$ cat config.mk
export PLATFORM = sky130hd
export DESIGN_NAME = vga_capture
export DESIGN_NICKNAME = d
export VERILOG_FILES = /design/src/rtl/vga_capture_pkg.sv /design/src/rtl/vga_period_meter.sv /design/src/rtl/vga_capture.sv
export SDC_FILE = /design/constraint.sdc
export NUM_CORES = 1
export LEC_CHECK = 0
export CORE_UTILIZATION = 35
export DETAILED_ROUTE_END_ITERATION = 12
export PLACE_DENSITY = 0.6
export SYNTH_ARGS = -nofsm -noshare
export SYNTH_HDL_FRONTEND = slang
export SYNTH_HIERARCHICAL = 1
export SYNTH_SLANG_ARGS = --single-unit
$ cat constraint.sdc
create_clock -name pixelclk -period 4.6 [get_ports pixelclk]
set_clock_uncertainty 0.1 [all_clocks]
set_input_delay 0.69 -clock pixelclk [delete_from_list [all_inputs] [get_ports pixelclk]]
set_output_delay 0.69 -clock pixelclk [all_outputs]
set_load 0.01 [all_outputs]
$ cat src/rtl/vga_capture_pkg.sv
// Shared types for the VGA capture path: pixel colour, timing description
// and the lock-qualification states.
package vga_capture_pkg;

  typedef struct packed {
    logic [7:0] r;
    logic [7:0] g;
    logic [7:0] b;
  } color_t;

  typedef struct packed {
    int size;
    int fp;
    int sync;
    int bp;
  } vga_timing_t;

  typedef enum logic [1:0] {
    ST_UNLOCKED,
    ST_LINE_QUAL,
    ST_FRAME_QUAL,
    ST_LOCKED
  } vga_lock_state_t;

  function automatic int full_len(vga_timing_t t);
    return t.size + t.fp + t.sync + t.bp;
  endfunction

endpackage

$ cat src/rtl/vga_period_meter.sv
// Edge-to-edge saturating position counter; grades each period length at
// the terminating event and optionally flags a missing event as a timeout.
module vga_period_meter
  import vga_capture_pkg::*;
#(
  parameter int FULL       = 1040,
  parameter bit TIMEOUT_EN = 1'b1,
  localparam int W         = $clog2(2*FULL+1)
) (
  input  logic         pixelclk,
  input  logic         rst,
  input  logic         evt_i,
  input  logic         tick_i,
  output logic [W-1:0] pos_o,
  output logic         period_ok_o,
  output logic         period_bad_o
);
  localparam int            LW       = W + 1;
  localparam logic [W-1:0]  POS_MAX  = W'(2*FULL);
  localparam logic [W-1:0]  POS_ONE  = W'(1);
  localparam logic [LW-1:0] LEN_FULL = LW'(FULL);
  localparam logic [LW-1:0] LEN_ONE  = LW'(1);

  logic [W-1:0]  pos_q, pos_d;
  logic [LW-1:0] len;
  logic          timeout;

  always_comb begin
    pos_d = pos_q;
    if (evt_i)                          pos_d = '0;
    else if (tick_i && pos_q != POS_MAX) pos_d = pos_q + POS_ONE;
  end

  always_ff @(posedge pixelclk or posedge rst) begin
    if (rst) pos_q <= '0;
    else     pos_q <= pos_d;
  end

  // pos_q holds the last sample of the closing period, so length is pos_q+1
  assign len          = {1'b0, pos_q} + LEN_ONE;
  assign timeout      = TIMEOUT_EN && !evt_i && tick_i && (pos_q == POS_MAX - POS_ONE);
  assign pos_o        = pos_d;
  assign period_ok_o  = evt_i && (len == LEN_FULL);
  assign period_bad_o = (evt_i && (len != LEN_FULL)) || timeout;

endmodule

$ cat src/rtl/vga_capture.sv
// VGA receiver: recovers the raster from sampled syncs, qualifies the timing
// and emits coordinate + colour for each visible pixel once locked.
module vga_capture
  import vga_capture_pkg::*;
#(
  parameter int H_SIZE           = 800,
  parameter int V_SIZE           = 600,
  parameter int H_FP             = 56,
  parameter int H_SYNC           = 120,
  parameter int H_BP             = 64,
  parameter int V_FP             = 37,
  parameter int V_SYNC           = 6,
  parameter int V_BP             = 23,
  parameter int SYNC_ACTIVE_HIGH = 1,
  parameter int LOCK_LINES       = 16
) (
  input  logic                      pixelclk,
  input  logic                      rst,
  input  logic                      vga_hsync,
  input  logic                      vga_vsync,
  input  color_t                    color_in,
  output logic [$clog2(H_SIZE)-1:0] pix_x,
  output logic [$clog2(V_SIZE)-1:0] pix_y,
  output color_t                    color_out,
  output logic                      pix_valid,
  output logic                      frame_start,
  output logic                      locked,
  output logic                      timing_err
);
  localparam vga_timing_t HT = '{size: H_SIZE, fp: H_FP, sync: H_SYNC, bp: H_BP};
  localparam vga_timing_t VT = '{size: V_SIZE, fp: V_FP, sync: V_SYNC, bp: V_BP};
  localparam int FULL_H = full_len(HT);
  localparam int FULL_V = full_len(VT);
  localparam int HW     = $clog2(2*FULL_H+1);
  localparam int VW     = $clog2(2*FULL_V+1);
  localparam int XW     = $clog2(H_SIZE);
  localparam int YW     = $clog2(V_SIZE);
  localparam int CW     = $clog2(LOCK_LINES+1);
  localparam bit POL_HI = (SYNC_ACTIVE_HIGH != 0);
  localparam logic [HW-1:0] H_LO      = HW'(HT.bp);
  localparam logic [HW-1:0] H_HI      = HW'(HT.bp + HT.size);
  localparam logic [VW-1:0] V_LO      = VW'(VT.bp);
  localparam logic [VW-1:0] V_HI      = VW'(VT.bp + VT.size);
  localparam logic [CW-1:0] GOOD_LAST = CW'(LOCK_LINES-1);
  localparam logic [CW-1:0] GOOD_ONE  = CW'(1);

  logic            hs_n, vs_n;
  logic            hs_q, hs_prev_q, vs_q, vs_prev_q, v_pend_q, v_pend_d;
  color_t          col_q;
  logic            h_fall, v_fall, v_reset;
  logic [HW-1:0]   h_pos;
  logic [VW-1:0]   v_line;
  logic            h_ok, h_bad, v_ok, v_bad;

  assign hs_n = POL_HI ? vga_hsync : ~vga_hsync;
  assign vs_n = POL_HI ? vga_vsync : ~vga_vsync;

  always_ff @(posedge pixelclk or posedge rst) begin
    if (rst) begin
      hs_q      <= 1'b0;
      hs_prev_q <= 1'b0;
      vs_q      <= 1'b0;
      vs_prev_q <= 1'b0;
      v_pend_q  <= 1'b0;
      col_q     <= '0;
    end else begin
      hs_q      <= hs_n;
      hs_prev_q <= hs_q;
      vs_q      <= vs_n;
      vs_prev_q <= vs_q;
      v_pend_q  <= v_pend_d;
      col_q     <= color_in;
    end
  end

  // A vsync fall coinciding with an hsync fall is consumed on that same line start
  assign h_fall   = hs_prev_q & ~hs_q;
  assign v_fall   = vs_prev_q & ~vs_q;
  assign v_reset  = h_fall & (v_pend_q | v_fall);
  assign v_pend_d = ~v_reset & (v_pend_q | v_fall);

  vga_period_meter #(.FULL(FULL_H), .TIMEOUT_EN(1'b1)) u_hmeter (
    .pixelclk     (pixelclk),
    .rst          (rst),
    .evt_i        (h_fall),
    .tick_i       (1'b1),
    .pos_o        (h_pos),
    .period_ok_o  (h_ok),
    .period_bad_o (h_bad)
  );

  vga_period_meter #(.FULL(FULL_V), .TIMEOUT_EN(1'b0)) u_vmeter (
    .pixelclk     (pixelclk),
    .rst          (rst),
    .evt_i        (v_reset),
    .tick_i       (h_fall),
    .pos_o        (v_line),
    .period_ok_o  (v_ok),
    .period_bad_o (v_bad)
  );

  vga_lock_state_t state_q, state_d;
  logic [CW-1:0]   good_q, good_d;
  logic            arm_q, arm_d, err_q, err_d;

  always_comb begin
    state_d = state_q;
    good_d  = good_q;
    arm_d   = arm_q;
    err_d   = 1'b0;
    unique case (state_q)
      ST_UNLOCKED: if (h_fall) begin
        good_d  = '0;
        state_d = ST_LINE_QUAL;
      end
      ST_LINE_QUAL: begin
        if (h_bad) good_d = '0;
        else if (h_ok) begin
          if (good_q == GOOD_LAST) begin
            state_d = ST_FRAME_QUAL;
            arm_d   = 1'b0;
          end else begin
            good_d = good_q + GOOD_ONE;
          end
        end
      end
      // First vertical reset only arms so the graded frame lies wholly inside qualification
      ST_FRAME_QUAL: begin
        if (h_bad) begin
          good_d  = '0;
          state_d = ST_LINE_QUAL;
        end else if (v_reset) begin
          if (arm_q && v_ok) state_d = ST_LOCKED;
          arm_d = 1'b1;
        end
      end
      ST_LOCKED: if (h_bad || v_bad) begin
        err_d   = 1'b1;
        state_d = ST_UNLOCKED;
      end
      default: state_d = ST_UNLOCKED;
    endcase
  end

  always_ff @(posedge pixelclk or posedge rst) begin
    if (rst) begin
      state_q <= ST_UNLOCKED;
      good_q  <= '0;
      arm_q   <= 1'b0;
      err_q   <= 1'b0;
    end else begin
      state_q <= state_d;
      good_q  <= good_d;
      arm_q   <= arm_d;
      err_q   <= err_d;
    end
  end

  logic          act_d;
  logic [XW-1:0] x_d;
  logic [YW-1:0] y_d;
  logic          pix_valid_q, frame_start_q;
  logic [XW-1:0] pix_x_q;
  logic [YW-1:0] pix_y_q;
  color_t        color_out_q;

  always_comb begin
    act_d = (h_pos >= H_LO) && (h_pos < H_HI) && (v_line >= V_LO) && (v_line < V_HI)
            && (state_q == ST_LOCKED);
    x_d   = '0;
    y_d   = '0;
    if (act_d) begin
      x_d = XW'(h_pos - H_LO);
      y_d = YW'(v_line - V_LO);
    end
  end

  always_ff @(posedge pixelclk or posedge rst) begin
    if (rst) begin
      pix_valid_q   <= 1'b0;
      frame_start_q <= 1'b0;
      pix_x_q       <= '0;
      pix_y_q       <= '0;
      color_out_q   <= '0;
    end else begin
      pix_valid_q   <= act_d;
      frame_start_q <= act_d && (x_d == '0) && (y_d == '0);
      pix_x_q       <= x_d;
      pix_y_q       <= y_d;
      color_out_q   <= act_d ? col_q : '0;
    end
  end

  assign pix_valid   = pix_valid_q;
  assign frame_start = frame_start_q;
  assign pix_x       = pix_x_q;
  assign pix_y       = pix_y_q;
  assign color_out   = color_out_q;
  assign locked      = (state_q == ST_LOCKED);
  assign timing_err  = err_q;

endmodule

# Yosys cells after proc, flatten, opt, wreduce, memory -nomap -nowiden
# Cells that the tools add are included.
# op_classes
n_addsub,7
multipliers,0
n_div,0
magnitude_cmp,4
eq_ne,23
shift,0
mux,30
bitwise_logic,8
n_reduce_logical,24
# op_table
operator,count
2-to-1 mux 5 bit,5
2-to-1 mux 12 bit,2
2-to-1 mux 24 bit,1
2-to-1 mux 11 bit,2
zero test 10 bit,2
2-to-1 mux 10 bit,2
2-to-1 mux 2 bit,8
case mux 5 bit (3 select lines),1
"adder 12 x 1 -> 13 bit, second input constant",1
"== test 13 x 11 -> 1 bit, second input constant",1
logical AND 1 bit,13
"!= test 13 x 11 -> 1 bit, second input constant",1
"adder 11 x 1 -> 12 bit, second input constant",1
"adder 12 x 1 -> 12 bit, second input constant",1
"== test 12 x 10 -> 1 bit, second input constant",1
"== test 12 bit, second input constant",1
">= comparator 12 x 7 -> 1 bit, second input constant",1
"less-than comparator 12 x 10 -> 1 bit, second input constant",1
"!= test 12 x 10 -> 1 bit, second input constant",1
"!= test 12 bit, second input constant",1
"!= test 2 bit, second input constant",6
"adder 11 x 1 -> 11 bit, second input constant",1
">= comparator 11 x 5 -> 1 bit, second input constant",1
"less-than comparator 11 x 10 -> 1 bit, second input constant",1
other kinds (24),40
# totals
reg_bits,107
latch_bits,0
mem_bits_rw,0
rom_bits,0
input_bits,28
elab_cells,117
memories,0

# Depth between registers and ports, before layout
# depth
depth_word,13
mapped_depth,13

# Modules after synthesis
# The synthesis kept the hierarchy.
# by_module_without_submodules
mod,n_inst,cells_per_inst,area_per_inst_um2,seq_area_each_um2
vga_capture,1,288,3248.1,2102.0
vga_period_meter at u_hmeter,1,97,860.8,300.3
vga_period_meter at u_vmeter,1,92,852.1,275.3

# Least setup slack after synthesis
# Ideal clock, no wire load.
# synth_timing
path_type,reg-to-reg
from,register u_vmeter.pos_q[0]
to,register frame_start_q (netlist: frame_start)
setup_ns,0.096
arrival_time_ns,3.479
required_time_ns,4.404
path_slack_ns,0.925
path_stages_with_launch,12
cell_sequence,dfrtp_1 > inv_1 > ha_1 > nand2b_4 > o41ai_4 > xnor2_1 > nor2_1 > ha_1 > or4b_1 > or4_1 > or4b_1 > nor4_2
# synth_via
elab_chain_cells,12
word_cells_on_any_way,17
cone_classes,add/sub: 2; order compare: 2; eq/ne: 1; mux: 4; reduce/logical: 8
# synth_rtl
item,line_no,text
start: declaration,vga_period_meter.sv:24,"logic [W-1:0] pos_q, pos_d;"
start signal: assignment,vga_period_meter.sv:36,else pos_q <= pos_d;
branches (longest 2 deep; another with adder 11 x 1 -> 11 bit),-,
2-to-1 mux 11 bit *,vga_period_meter.sv:31,else if (tick_i && pos_q != POS_MAX) pos_d = pos_q + POS_ONE;
2-to-1 mux 11 bit *,vga_period_meter.sv:30,if (evt_i) pos_d = '0;
named net v_line[0],vga_capture.sv:52,logic [VW-1:0] v_line;
>= comparator 11 x 5 -> 1 bit,vga_capture.sv:168,act_d = (h_pos >= H_LO) && (h_pos < H_HI) && (v_line >= V_LO) && (v_line < V_HI)
logical AND 1 bit (2 in series),vga_capture.sv:168,
logical AND 1 bit,vga_capture.sv:169,&& (state_q == ST_LOCKED);
2-to-1 mux 10 bit,vga_capture.sv:172,if (act_d) begin
zero test 10 bit,vga_capture.sv:187,frame_start_q <= act_d && (x_d == '0) && (y_d == '0);
logical AND 1 bit,vga_capture.sv:187,
logical AND 1 bit *,vga_capture.sv:187,
end signal: assignment,vga_capture.sv:187,
end: declaration,vga_capture.sv:162,"logic pix_valid_q, frame_start_q;"
# Mark *: on every way through the listed nets, which the timed path passes.
# A chain may end at the register's enable or synchronous reset.

# Worst setup path after layout
# layout_timing
from,register u_vmeter.pos_q[1]
to,register frame_start_q (netlist: frame_start)
# layout_via
elab_chain_cells,12
word_cells_on_any_way,17
cone_classes,add/sub: 2; order compare: 2; eq/ne: 1; mux: 4; reduce/logical: 8
# layout_rtl
item,line_no
!= test 11 bit *,vga_period_meter.sv:31
logical AND 1 bit *,vga_period_meter.sv:31
2-to-1 mux 11 bit *,vga_period_meter.sv:31
2-to-1 mux 11 bit *,vga_period_meter.sv:30
named net v_line[0],vga_capture.sv:52
>= comparator 11 x 5 -> 1 bit,vga_capture.sv:168
logical AND 1 bit (2 in series),vga_capture.sv:168
logical AND 1 bit,vga_capture.sv:169
2-to-1 mux 10 bit,vga_capture.sv:172
zero test 10 bit,vga_capture.sv:187
logical AND 1 bit,vga_capture.sv:187
logical AND 1 bit *,vga_capture.sv:187
# The timed path passes the listed nets; every way through them passes the cells marked *.

==> results.cfg <==
[cts]
clk_latency_ps = 340
path_clk_slew_ps = 70
cts_resized = 0
cts_tree = yes
clock_path_buffers = 2
hold_buffers = 0
cts_buffers = 9
post_cts_buffers = 0
cts_root_buf = clkbuf_16
cts.sinks = 107
cts-htree-levels = 3

[synthesis]
synth_top_area_share_pct = 54.0
synth_warnings = 6
synth-main-ff-cell = dfrtp_1
synth_edf_count = 0
synth.distinct_cells = 64
yosysMostFrequentCell = dfrtp_1
synth_common_cells = dfrtp_1, inv_1, nor3_1, nor2_1, xnor2_1
ys_ff_latch = 107
synthCells = 477
yosys.area.top_type = dfrtp_1
netlist_area_sq_um = 4960
async_reset_ff_share_pct = 100
syn_avg_cell_area_sq_um = 10.4
synthTopCellsByArea = dfrtp_1, nor3_1, inv_1
ys_seq_area_share_pct = 54.0

[setup_path]
cp-start-kind = register
worstPathMaxFanout = 7
slowest_stage = or4b_1
cpPeakStageDelay_ps = 540
worstPathCellList = inv_1, ha_1, nand2b_4, o41ai_4, xnor2_1, nor2_1, ha_1, or4b_1, or4_1, or4b_1, nor4_2
critPathKind = register to register
reg2regPathDepth = 11
cp.required_ps = 4750
end_kind = register
arrival_ps = 4120

[floorplan]
fp.dieW_um = 121
die_y_um = 121
rows = 43
core_sq_um = 13800
io_pins = 76
initial_utilization_pct = 35.9
fp.dieArea_sq_um = 14700

[grt]
antenna_found_initial = 0
grt_start_max_net_pins = 50
grt_pass1_wl_mm = 18.6
grtUsageTotal_pct = 16.3
grt_pass1_vias = 3714
overflow = 0

[route]
drt.antenna.violating_nets = 0
drc = 0
wl_mm = 10.8
wl_per_cell_um = 14.7
drt_pre_antenna_iters = 4
drtIter0Drc = 226
route.detailed.vias_per_inst = 4.95
vias = 3643

[placed_design]
portBuffers = 75
dp_slack_ps = 681
dp_hpwl_mm = 7.73
globalplace.congestion = 0.819

[final_layout]
seqCellArea_sq_um = 2680
insertedDiodeCount = 0
drive_above_1_share_pct = 8.27
multi_input_area_sq_um = 1980
area_growth_pct = 24.6
fill_cells = 1295
final_nets = 590

[timing]
finalMaxSlewViolations = 0
grt_setup_unrepaired = false
period_minus_slack_ps = 3970
worst_slack_ps = 633
hold_viol_final = 0
worst_pin_slew_ps = 888
finalSetupViolCount = 0
tns_ps = 0
min_period_over_period_pct = 86.2
max_freq_mhz = 252
relSlewSlack_pct = 40.8

[pwr]
ir_worst_vdd_mv = 0.201
power_density_nw_per_um2 = 337
power_uw = 2080
power_leakage_uw = 0.00261

[min_path]
min_path_type = register to register
min_path_cells = 0

[job]
cap_violations = 0

[run_status]
status = finished, final reports clean
[final cells by class]
| cell class | instances | share of cell area, % |
|---|---|---|
| timing repair buffer | 82 | 13.0 |
| inverter | 58 | 3.54 |
| clock buffer | 10 | 3.71 |
| clock inverter | 6 | 0.790 |
| sequential | 107 | 43.3 |
| tap | 180 | 3.64 |
| multi-input combinational | 293 | 32.0 |
[worst max-delay path: cells and delay by family, from the launching register on]
family / cells / cell delay [ps]
adders and majority gates: 2 / 500
and+or+nand+nor: 6 / 2040
buffers and inverters: 1 / 120
DFF: 1 / 470
xor gates and xnor gates: 1 / 120
AOI/OAI and AO/OA: 1 / 520
[where the power goes]
part | leakage, uW | switching [uW] | internal, uW
logic | 0.00107 | 183 | 133
clock network | 0.000131 | 343 | 373
registers | 0.00141 | 62.5 | 989
total | 0.00261 | 588 | 1490
[kinds of logic (layout without fill, tap and decap cells)]
logic type / after synthesis / after routing / synth area share (%)
XOR/XNOR: 32 / 32 / 5.65
adder cells (fa/ha/maj): 11 / 11 / 2.77
buffers and inverters: 80 / 156 / 6.89
AO/OA/AOI/OAI: 56 / 56 / 8.42
flip-flops: 107 / 107 / 54.0
AND/OR/NAND/NOR: 183 / 183 / 20.7
multiplexers: 7 / 7 / 1.49
other: 1 / 4 / 0.0756
[layout by cell type, fill, tap and decap left out, types with 5 or more instances in the layout]
cell type / count
dfrtp_1: 107
clkdlybuf4s50_1: 75
inv_1: 57
nor3_1: 50
nor2_1: 42
xnor2_1: 21
nand2_1: 18
nand3_1: 18
a21oi_1: 13
xor2_1: 11
ha_1: 11
clkbuf_16: 9
o21ai_0: 8
or4_1: 7
a31oi_1: 7
buf_4: 7
nand4_1: 5
nor4b_1: 5
nand2b_1: 5
[flip-flops by register name, summed over array words and instances (netlist names)]
| signal | cells |
|---|---|
| v_pend_q | 1 |
| good_q | 5 |
| frame_start | 1 |
| color_out | 24 |
| pix_y | 10 |
| u_hmeter/pos_q | 12 |
| vs_prev_q | 1 |
| pix_valid | 1 |
| col_q | 24 |
| arm_q | 1 |
| state_q | 2 |
| hs_q | 1 |
| pix_x | 10 |
| hs_prev_q | 1 |
| u_vmeter/pos_q | 11 |
| timing_err | 1 |
| vs_q | 1 |
[per-stage QoR]
step | util, % | instance area, sq um | hold WS, ps | std cells
after global placement | 42.7 | 5900 | 260 | 720
after detailed placement | 42.7 | 5900 | 261 | 720
after global routing | 44.7 | 6180 | 301 | 736
final | 44.7 | 6180 | 277 | 736
after CTS | 44.7 | 6180 | 280 | 736
after floorplan | - | 4970 | 254 | 480
[worst paths after layout]
check | from | to | slack [ps]
setup / recovery | u_vmeter/pos_q[1] | frame_start | 630
hold / removal | vs_q | vs_prev_q | 280
setup reg to reg | u_vmeter/pos_q[1] | frame_start | 630
hold reg to reg | vs_q | vs_prev_q | 280
max in group asynchronous | rst | vs_prev_q | 2690
min in group asynchronous | rst | u_hmeter/pos_q[1] | 700
[routing by layer]
layer	share of wire [%]	global-route usage [%]	routed length, um
met1	43	20.4	4640
met5	0	0	0
met4	2.0	6.33	221
met2	48	26.6	5240
met3	6.6	4.70	716
Power figures use the tool's default switching activity.
